<file path="src/rtl/instr_controller_if.sv">
// Strobe/handshake bundle between instr_controller and the datapath.
// The controller owns the master modport; the datapath (or a bench) takes the slave side.
interface instr_controller_if #(
  parameter int unsigned WIDTH = 16
);
  logic             s;
  logic [WIDTH-1:0] in;
  logic             w;
  logic             err;
  logic [2:0]       readnum;
  logic [2:0]       writenum;
  logic [1:0]       vsel;
  logic             loada;
  logic             loadb;
  logic             loadc;
  logic             loads;
  logic             write;
  logic             asel;
  logic             bsel;
  logic [1:0]       shift;
  logic [1:0]       ALUop;
  logic [WIDTH-1:0] sximm5;
  logic [WIDTH-1:0] sximm8;

  modport master (
    input  s, in,
    output w, err, readnum, writenum, vsel,
    output loada, loadb, loadc, loads, write,
    output asel, bsel, shift, ALUop, sximm5, sximm8
  );

  modport slave (
    output s, in,
    input  w, err, readnum, writenum, vsel,
    input  loada, loadb, loadc, loads, write,
    input  asel, bsel, shift, ALUop, sximm5, sximm8
  );
endinterface

</file>
<file path="src/rtl/instr_controller.sv">
// Instruction decoder and sequencing FSM for the RISC core.
// Latches an instruction on the start handshake, then walks the datapath through
// read / ALU / write-back phases one strobe per cycle and returns to WAIT.
// Build option: define CTRL_ILLEGAL_HALT_EN to make illegal instructions halt the
// controller with err=1 (left only by reset); otherwise they retire as a NOP.
module instr_controller #(
  parameter int unsigned WIDTH = 16
) (
  input logic                clk,
  input logic                reset_n,
  instr_controller_if.master bus
);

  typedef enum logic [2:0] {
    StWait   = 3'd0,
    StDecode = 3'd1,
    StGetA   = 3'd2,
    StGetB   = 3'd3,
    StAlu    = 3'd4,
    StWrImm  = 3'd5,
    StWrReg  = 3'd6,
    StHalt   = 3'd7
  } state_e;

  state_e           state_q, state_d;
  logic [WIDTH-1:0] ir_q, ir_d;

  // Instruction fields
  logic [2:0] opcode;
  logic [1:0] op;
  logic [2:0] rn;
  logic [2:0] rd;
  logic [1:0] sh;
  logic [2:0] rm;

  assign opcode = ir_q[15:13];
  assign op     = ir_q[12:11];
  assign rn     = ir_q[10:8];
  assign rd     = ir_q[7:5];
  assign sh     = ir_q[4:3];
  assign rm     = ir_q[2:0];

  // Instruction classes
  logic is_mov_imm;
  logic is_mov_reg;
  logic is_alu;
  logic is_cmp;
  logic is_mvn;

  assign is_mov_imm = (opcode == 3'b110) && (op == 2'b10);
  assign is_mov_reg = (opcode == 3'b110) && (op == 2'b00);
  assign is_alu     = (opcode == 3'b101);
  assign is_cmp     = is_alu && (op == 2'b01);
  assign is_mvn     = is_alu && (op == 2'b11);

  // Immediates track IR continuously
  assign bus.sximm5 = {{(WIDTH - 5){ir_q[4]}}, ir_q[4:0]};
  assign bus.sximm8 = {{(WIDTH - 8){ir_q[7]}}, ir_q[7:0]};

  // State and instruction register; reset aborts any instruction in flight
  always_ff @(posedge clk or negedge reset_n) begin
    if (!reset_n) begin
      state_q <= StWait;
      ir_q    <= '0;
    end else begin
      state_q <= state_d;
      ir_q    <= ir_d;
    end
  end

  // IR loads only on an accepted start, so it is stable for the whole instruction
  always_comb begin
    ir_d = ir_q;
    if ((state_q == StWait) && bus.s) begin
      ir_d = bus.in;
    end
  end

  // Next-state sequencing
  always_comb begin
    state_d = state_q;
    unique case (state_q)
      StWait: begin
        if (bus.s) begin
          state_d = StDecode;
        end
      end
      StDecode: begin
        if (is_mov_imm) begin
          state_d = StWrImm;
        end else if (is_mov_reg || is_mvn) begin
          state_d = StGetB;
        end else if (is_alu) begin
          state_d = StGetA;
        end else begin
`ifdef CTRL_ILLEGAL_HALT_EN
          state_d = StHalt;
`else
          state_d = StWait;
`endif
        end
      end
      StGetA:  state_d = StGetB;
      StGetB:  state_d = StAlu;
      StAlu:   state_d = is_cmp ? StWait : StWrReg;
      StWrImm: state_d = StWait;
      StWrReg: state_d = StWait;
      StHalt: begin
`ifdef CTRL_ILLEGAL_HALT_EN
        state_d = StHalt;
`else
        state_d = StWait;
`endif
      end
      default: state_d = StWait;
    endcase
  end

  // Moore outputs decoded from state and IR
  always_comb begin
    bus.w        = (state_q == StWait);
    bus.err      = 1'b0;
    bus.readnum  = 3'b000;
    bus.writenum = 3'b000;
    bus.vsel     = 2'b11;
    bus.loada    = 1'b0;
    bus.loadb    = 1'b0;
    bus.loadc    = 1'b0;
    bus.loads    = 1'b0;
    bus.write    = 1'b0;
    bus.asel     = 1'b0;
    bus.bsel     = 1'b0;
    bus.shift    = 2'b00;
    bus.ALUop    = 2'b00;
    unique case (state_q)
      StGetA: begin
        bus.readnum = rn;
        bus.loada   = 1'b1;
      end
      StGetB: begin
        bus.readnum = rm;
        bus.loadb   = 1'b1;
      end
      StAlu: begin
        bus.shift = sh;
        // MOV reg is computed as 0 + shifted Rm
        bus.ALUop = is_mov_reg ? 2'b00 : op;
        bus.asel  = is_mov_reg;
        bus.loadc = !is_cmp;
        bus.loads = is_cmp;
      end
      StWrImm: begin
        bus.writenum = rn;
        bus.vsel     = 2'b01;
        bus.write    = 1'b1;
      end
      StWrReg: begin
        bus.writenum = rd;
        bus.vsel     = 2'b11;
        bus.write    = 1'b1;
      end
      StHalt: begin
`ifdef CTRL_ILLEGAL_HALT_EN
        bus.err = 1'b1;
`endif
      end
      default: begin
      end
    endcase
  end

endmodule

</file>
<file path="src/flat_wrapper.sv">
// flat-port wrapper written by rule: the top's interface ports become plain ports
module instr_controller_flat 
#(
  parameter int unsigned WIDTH = 16
)
  (clk, reset_n, bus_s, bus_in, bus_w, bus_err, bus_readnum, bus_writenum, bus_vsel, bus_loada, bus_loadb, bus_loadc, bus_loads, bus_write, bus_asel, bus_bsel, bus_shift, bus_ALUop, bus_sximm5, bus_sximm8);
  instr_controller_if #(.WIDTH(WIDTH)) bus_i ();
  input logic clk;
  input logic reset_n;
  input wire logic [$bits(bus_i.s)-1:0] bus_s;
  input wire logic [$bits(bus_i.in)-1:0] bus_in;
  output wire logic [$bits(bus_i.w)-1:0] bus_w;
  output wire logic [$bits(bus_i.err)-1:0] bus_err;
  output wire logic [$bits(bus_i.readnum)-1:0] bus_readnum;
  output wire logic [$bits(bus_i.writenum)-1:0] bus_writenum;
  output wire logic [$bits(bus_i.vsel)-1:0] bus_vsel;
  output wire logic [$bits(bus_i.loada)-1:0] bus_loada;
  output wire logic [$bits(bus_i.loadb)-1:0] bus_loadb;
  output wire logic [$bits(bus_i.loadc)-1:0] bus_loadc;
  output wire logic [$bits(bus_i.loads)-1:0] bus_loads;
  output wire logic [$bits(bus_i.write)-1:0] bus_write;
  output wire logic [$bits(bus_i.asel)-1:0] bus_asel;
  output wire logic [$bits(bus_i.bsel)-1:0] bus_bsel;
  output wire logic [$bits(bus_i.shift)-1:0] bus_shift;
  output wire logic [$bits(bus_i.ALUop)-1:0] bus_ALUop;
  output wire logic [$bits(bus_i.sximm5)-1:0] bus_sximm5;
  output wire logic [$bits(bus_i.sximm8)-1:0] bus_sximm8;
  assign bus_i.s = bus_s;
  assign bus_i.in = bus_in;
  assign bus_w = bus_i.w;
  assign bus_err = bus_i.err;
  assign bus_readnum = bus_i.readnum;
  assign bus_writenum = bus_i.writenum;
  assign bus_vsel = bus_i.vsel;
  assign bus_loada = bus_i.loada;
  assign bus_loadb = bus_i.loadb;
  assign bus_loadc = bus_i.loadc;
  assign bus_loads = bus_i.loads;
  assign bus_write = bus_i.write;
  assign bus_asel = bus_i.asel;
  assign bus_bsel = bus_i.bsel;
  assign bus_shift = bus_i.shift;
  assign bus_ALUop = bus_i.ALUop;
  assign bus_sximm5 = bus_i.sximm5;
  assign bus_sximm8 = bus_i.sximm8;
  instr_controller #(.WIDTH(WIDTH)) u_core (.clk(clk), .reset_n(reset_n), .bus(bus_i));
endmodule
</file>
<file path="config.mk">
export PLATFORM = sky130hd
export DESIGN_NAME = instr_controller_flat
export DESIGN_NICKNAME = d
export VERILOG_FILES = /design/src/rtl/instr_controller_if.sv /design/src/rtl/instr_controller.sv /design/src/flat_wrapper.sv
export SDC_FILE = /design/constraint.sdc
export NUM_CORES = 1
export LEC_CHECK = 0
export CAP_MARGIN = 5
export CORE_MARGIN = 2
export CORE_UTILIZATION = 41
export DETAILED_ROUTE_END_ITERATION = 10
export PLACE_DENSITY_LB_ADDON = 0.2
export RECOVER_POWER = 25
export SLEW_MARGIN = 40
export SYNTH_ARGS = -nofsm -noshare
export SYNTH_HDL_FRONTEND = slang
export SYNTH_SLANG_ARGS = --single-unit
</file>
<file path="constraint.sdc">
create_clock -name clk -period 3.2 [get_ports clk]
set_input_delay 0.32 -clock clk [delete_from_list [all_inputs] [get_ports clk]]
set_output_delay 0.32 -clock clk [all_outputs]
set_load 0.02 [all_outputs]
</file>
Yosys cells after proc, flatten, opt, wreduce, memory -nomap -nowiden
Index checks and enable logic that the tools add are counted.
{ "totals": {"reg_bits": 19, "in_bits": 19} }
{ "op_classes": {"eq_ne": 13, "muxes": 18, "reduce_logical": 11} }
{ "ops": {"columns": ["op", "n"], "rows": [
  ["$eq 3x3->1 const B", 6],
  ["$pmux 3 s6", 1],
  ["$mux 3", 4],
  ["$pmux 3 s2", 2],
  ["$mux 2", 5],
  ["$eq 3x2->1 const B", 2],
  ["$mux 1", 6],
  ["$logic_and 1x1->1", 5],
  ["$eq 2x2->1 const B", 2],
  ["$eq 3x1->1 const B", 1],
  ["$logic_not 3->1", 1],
  ["$reduce_or 3->1", 1],
  ["$eq 2x1->1 const B", 1],
  ["$logic_not 2->1", 1],
  ["$ne 2x2->1 const B", 1],
  ["$reduce_or 2->1", 1],
  ["$logic_not 1->1", 1],
  ["$logic_or 1x1->1", 1]
]} }

Logic depth before layout (Yosys ltp)
{ "depth": {"ltp_word": 6, "ltp_mapped": 6, "ltp_nobuf": 3} }

Worst setup path before layout
OpenSTA, ideal clock, no wires.
{ "synth_path": {"path_type": "flip-flop to output port", "startpoint": "register u_core.state_q[2]", "endpoint": "output port bus_readnum[0]", "arrival_time_ns": 1.581, "t_required_ns": 2.880, "path_slack_ns": 1.299, "path_stages_with_launch": 4, "n_path_buf": 1, "path_cell_list": "dfrtp_1 buf_4 nor3b_1 a22o_1"} }
{ "synth_between": {"elab_chain_cells": 2, "elab_cells_between_ends": 3} }
{ "synth_rtl": {"columns": ["element", "line", "source"], "rows": [
  ["start, declared", "instr_controller.sv:25", "state_e state_q, state_d;"],
  ["start signal, assigned", "instr_controller.sv:63", "state_q <= StWait;"],
  ["start signal, assigned", "instr_controller.sv:66", "state_q <= state_d;"],
  ["$eq 3x2->1", "instr_controller.sv:135", "unique case (state_q)"],
  ["$pmux 3 s2 (*)", "instr_controller.sv:135", null],
  ["end, declared", "flat_wrapper.sv:14", "output wire logic [$bits(bus_i.readnum)-1:0] bus_readnum;"]
]} }
Mark *: on every way between the ends. The rest lies on a longest branch, timed or not.

Worst setup path after layout
{ "layout_path": {"startpoint": "register u_core.state_q[2]", "endpoint": "output port bus_loadc"} }
{ "layout_between": {"elab_chain_cells": 2} }
{ "layout_rtl": {"columns": ["element", "line", "source"], "rows": [
  ["$eq 3x3->1", "instr_controller.sv:135", null],
  ["$mux 1", "instr_controller.sv:135", null],
  ["end, declared", "flat_wrapper.sv:19", "output wire logic [$bits(bus_i.loadc)-1:0] bus_loadc;"]
]} }
No other way between the ends.

==> metrics.md <==
| Metric | Value |
|---|---|
| Reg2reg start | u_core.state_q[1] |
| Clock Sinks | 19 |
| Tightest Pin Transition | 1.242 ns |
| Total power | 0.001914 W |
| Share of layout cells above drive strength 1 | 13.46% |
| Ys Warns | 0 |
| DIE AREA | 0.003585 mm2 |
| Vias in the first global route | 838 |
| Hold path cells | 1 |
| RR Endpoint | u_core.ir_q[13] |
| Final setup violation count | 0 |
| Crit end category | primary output |
| Initial Util | 42.63% |
| Setup Skew | 0.004380 ns |
| CP Cell Sequence | nor3b_1 -> o21ai_0 -> inv_1 -> clkdlybuf4s50_1 |
| Sequential area share after synthesis | between 30% and 40% |
| Drt first-iter violations | 11 |
| H-Tree Depth | 1 |
| Worst EP arrival | 2.38 ns |
| Initial antenna violation count | 0 |
| I/O pin cnt | 72 |
| CTS clk-pin slew, worst paths | 0.12 ns |
| Syn_area_per_cell | 10.67 um2 |
| Leakage | 0.7015 nW |
| Yosys top cell area share | around 37% |
| Largest net degree at the start of global routing | 20 |
| Worst vdd ir | 0.4241 mV |
| Area of the mapped netlist | 0.001280 mm2 |
| Num CTS Buffers | 3 |
| Global-route wire length before repair | roughly 4 mm |
| Slowest cell delay on critical path | 0.60 ns |
| Placement Rows | 20 |
| Drt via density | 4.751 |
| Antenna diodes | 0 |
| Fraction of registers with async set/reset | between 90% and 100% |
| Worst hold start | u_core.ir_q[8] |
| Flop2flop setup slack | between 0.8 and 0.9 ns |
| Slowest CP cell | clkdlybuf4s50_1 |
| Crit share post-route | 84.33% |
| Die X | 59.88 um |
| Final WL | 2.507 mm |
| Postcts setup bufs | 0 |
| Synth unique cells | 28 |
| HP Class | reg -> reg |
| Die height | 59.88 um |
| Area grow syn2layout | 35.19% |
| Fillers | about 260 |
| Final Max Slew Viols | 0 |
| Multi-input gate area | 484.2 um2 |
| Worst hold slack | 0.5602 ns |
| Final ANT Viol Nets | 0 |
| Final core occ | 57.63% |
| Synth top area cells | dfrtp_1 (37%), buf_4 (21%), mux2_4 (11%) |
| Post-synth EDFFs | 0 |
| Setup tns final | 0 ns |
| GRT Total Usage | approximately 15% |
| # Max-Cap Violations | 0 |
| Wire length per cell | 13.26 um |
| PnR worst setup slack | 0.5015 ns |
| Req. time, crit path | 2.88 ns |
| CTS root buffer | clkbuf_4 |
| 1st-pass router iterations | 3 |
| Dominant cell type by area after synthesis | dfrtp_1 |
| F_max | 370.6 MHz |
| FF+latch count, synth | 19 |
| Total core area | 0.003003 mm2 |
| Final Wtd Congestion | ~0.76 |
| Kind of critical path | reg -> out |
| Bufs on Longest Clock Path | 2 |
| Final critical-path required period | 2.699 ns |
| Remaining Overflow, GRT | 0 |
| Residual DRC | 0 |
| Post-layout nets | 176 |
| Place WS | 0.8169 ns |
| I/O Buffers | 68 |
| Synth Instances | 120 |
| CTS tree | built |
| Via count | 898 |
| Worst r2r path cells | 3 |
| Final Hold Fails | 0 |
| CP Max Fanout | 10 |
| CP Launch Type | flip-flop |
| Relative max-transition margin | 17.16% |
| Register area | 475.5 um2 |
| Most frequent cells in the layout | clkdlybuf4s50_1 (67), dfrtp_1 (19), mux2_4 (9) |
| Status | completed |
| Commonest non-fill, non-tap cell in the layout | clkdlybuf4s50_1 |
| PD cells | 1106 mW/mm2 |
| RSZ-0062 raised after global routing | no |
| Clock latency on the worst-skew pair | 0.30 ns |
| Primary FF master, synth | dfrtp_1 |
| WHS Endpoint | u_core.ir_q[8] |
| Final HPWL DP | 1.955 mm |
[critical path, delay by kind of cell (launching register included)]
| family | cells | cell delay, ns |
|---|---|---|
| buffers and inverters | 2 | 0.70 |
| AO/OA/AOI/OAI | 1 | 0.30 |
| flip-flops | 1 | 0.51 |
| AND/OR/NAND/NOR | 1 | 0.55 |
[per-layer routing]
| layer | up-vias | global-route usage, % | wire [um] |
|---|---|---|---|
| met3 | 0 | 5.195 | 172 |
| met4 | 0 | 1.905 | 0 |
| met2 | 35 | 24.84 | 1272 |
| met5 | - | 0 | 0 |
| met1 | 424 | 18.69 | 1062 |
| li1 | 439 | - | - |
[sequential cells by signal, summed over array words and instances (netlist names)]
register and flops:
u_core.state_q 3, u_core.ir_q 16
[report_power, final]
| part | total (W) | internal (W) | switching [W] |
|---|---|---|---|
| Combinational | 0.00126 | 0.000678 | 0.000586 |
| Clock | 0.000129 | 0.0000476 | 0.0000812 |
| Sequential | 0.000521 | 0.000359 | 0.000161 |
[what timing repair did]
| item | in CTS | in global routing |
|---|---|---|
| hold buffers | 1 | 0 |
| resized for setup | 0 | 0 |
| endpoints found under the setup margin | 0 | 0 |
| hold endpoints to repair | 19 | 0 |
[synthesized netlist by cell type, types with 3 or more instances]
library cell	n
a22oi_1	3
and2_1	5
nor2_1	4
a22o_1	3
nor3b_1	3
inv_1	4
buf_4	36
mux2_4	9
mux2_2	6
o21ai_0	3
dfrtp_1	19
nor2b_1	4
[cell type report]
| cell class | count | share of cell area, % |
|---|---|---|
| inverter | 4 | 0.8677 |
| tap | 33 | 2.386 |
| multi-input combinational | 60 | 27.98 |
| clock buffer | 3 | 1.302 |
| clock inverter | 1 | 0.4338 |
| timing repair buffer | 69 | 39.55 |
| sequential | 19 | 27.48 |
[through the flow]
step / std cells / instance area, um2
2_1_floorplan: 121 / 1284
3_3_place_gp: 184 / 1704
3_5_place_dp: 184 / 1699
4_1_cts: 189 / 1739
5_1_grt: 189 / 1730
6_report: 189 / 1730
[cell families (layout without fill, tap and decap cells)]
logic type,after synthesis,count (layout),synth area share (%)
other,2,3,0.5867
AO/OA/AOI/OAI,15,15,8.211
multiplexers,15,15,15.84
buffers and inverters,42,77,24.73
AND/OR/NAND/NOR,27,27,13.49
flip-flops,19,19,37.15
[worst max-delay path by stage]
stage	start	end	cells after the start
after CTS	u_core.state_q[2]	bus_loadc	4
final	u_core.state_q[2]	bus_loadc	4
after floorplan	u_core.state_q[2]	bus_readnum[0]	3
after global placement	u_core.state_q[2]	bus_loadc	4
after global routing	u_core.state_q[2]	bus_loadc	4
after detailed placement	u_core.state_q[2]	bus_loadc	4
(Power assumes the default switching activity.)
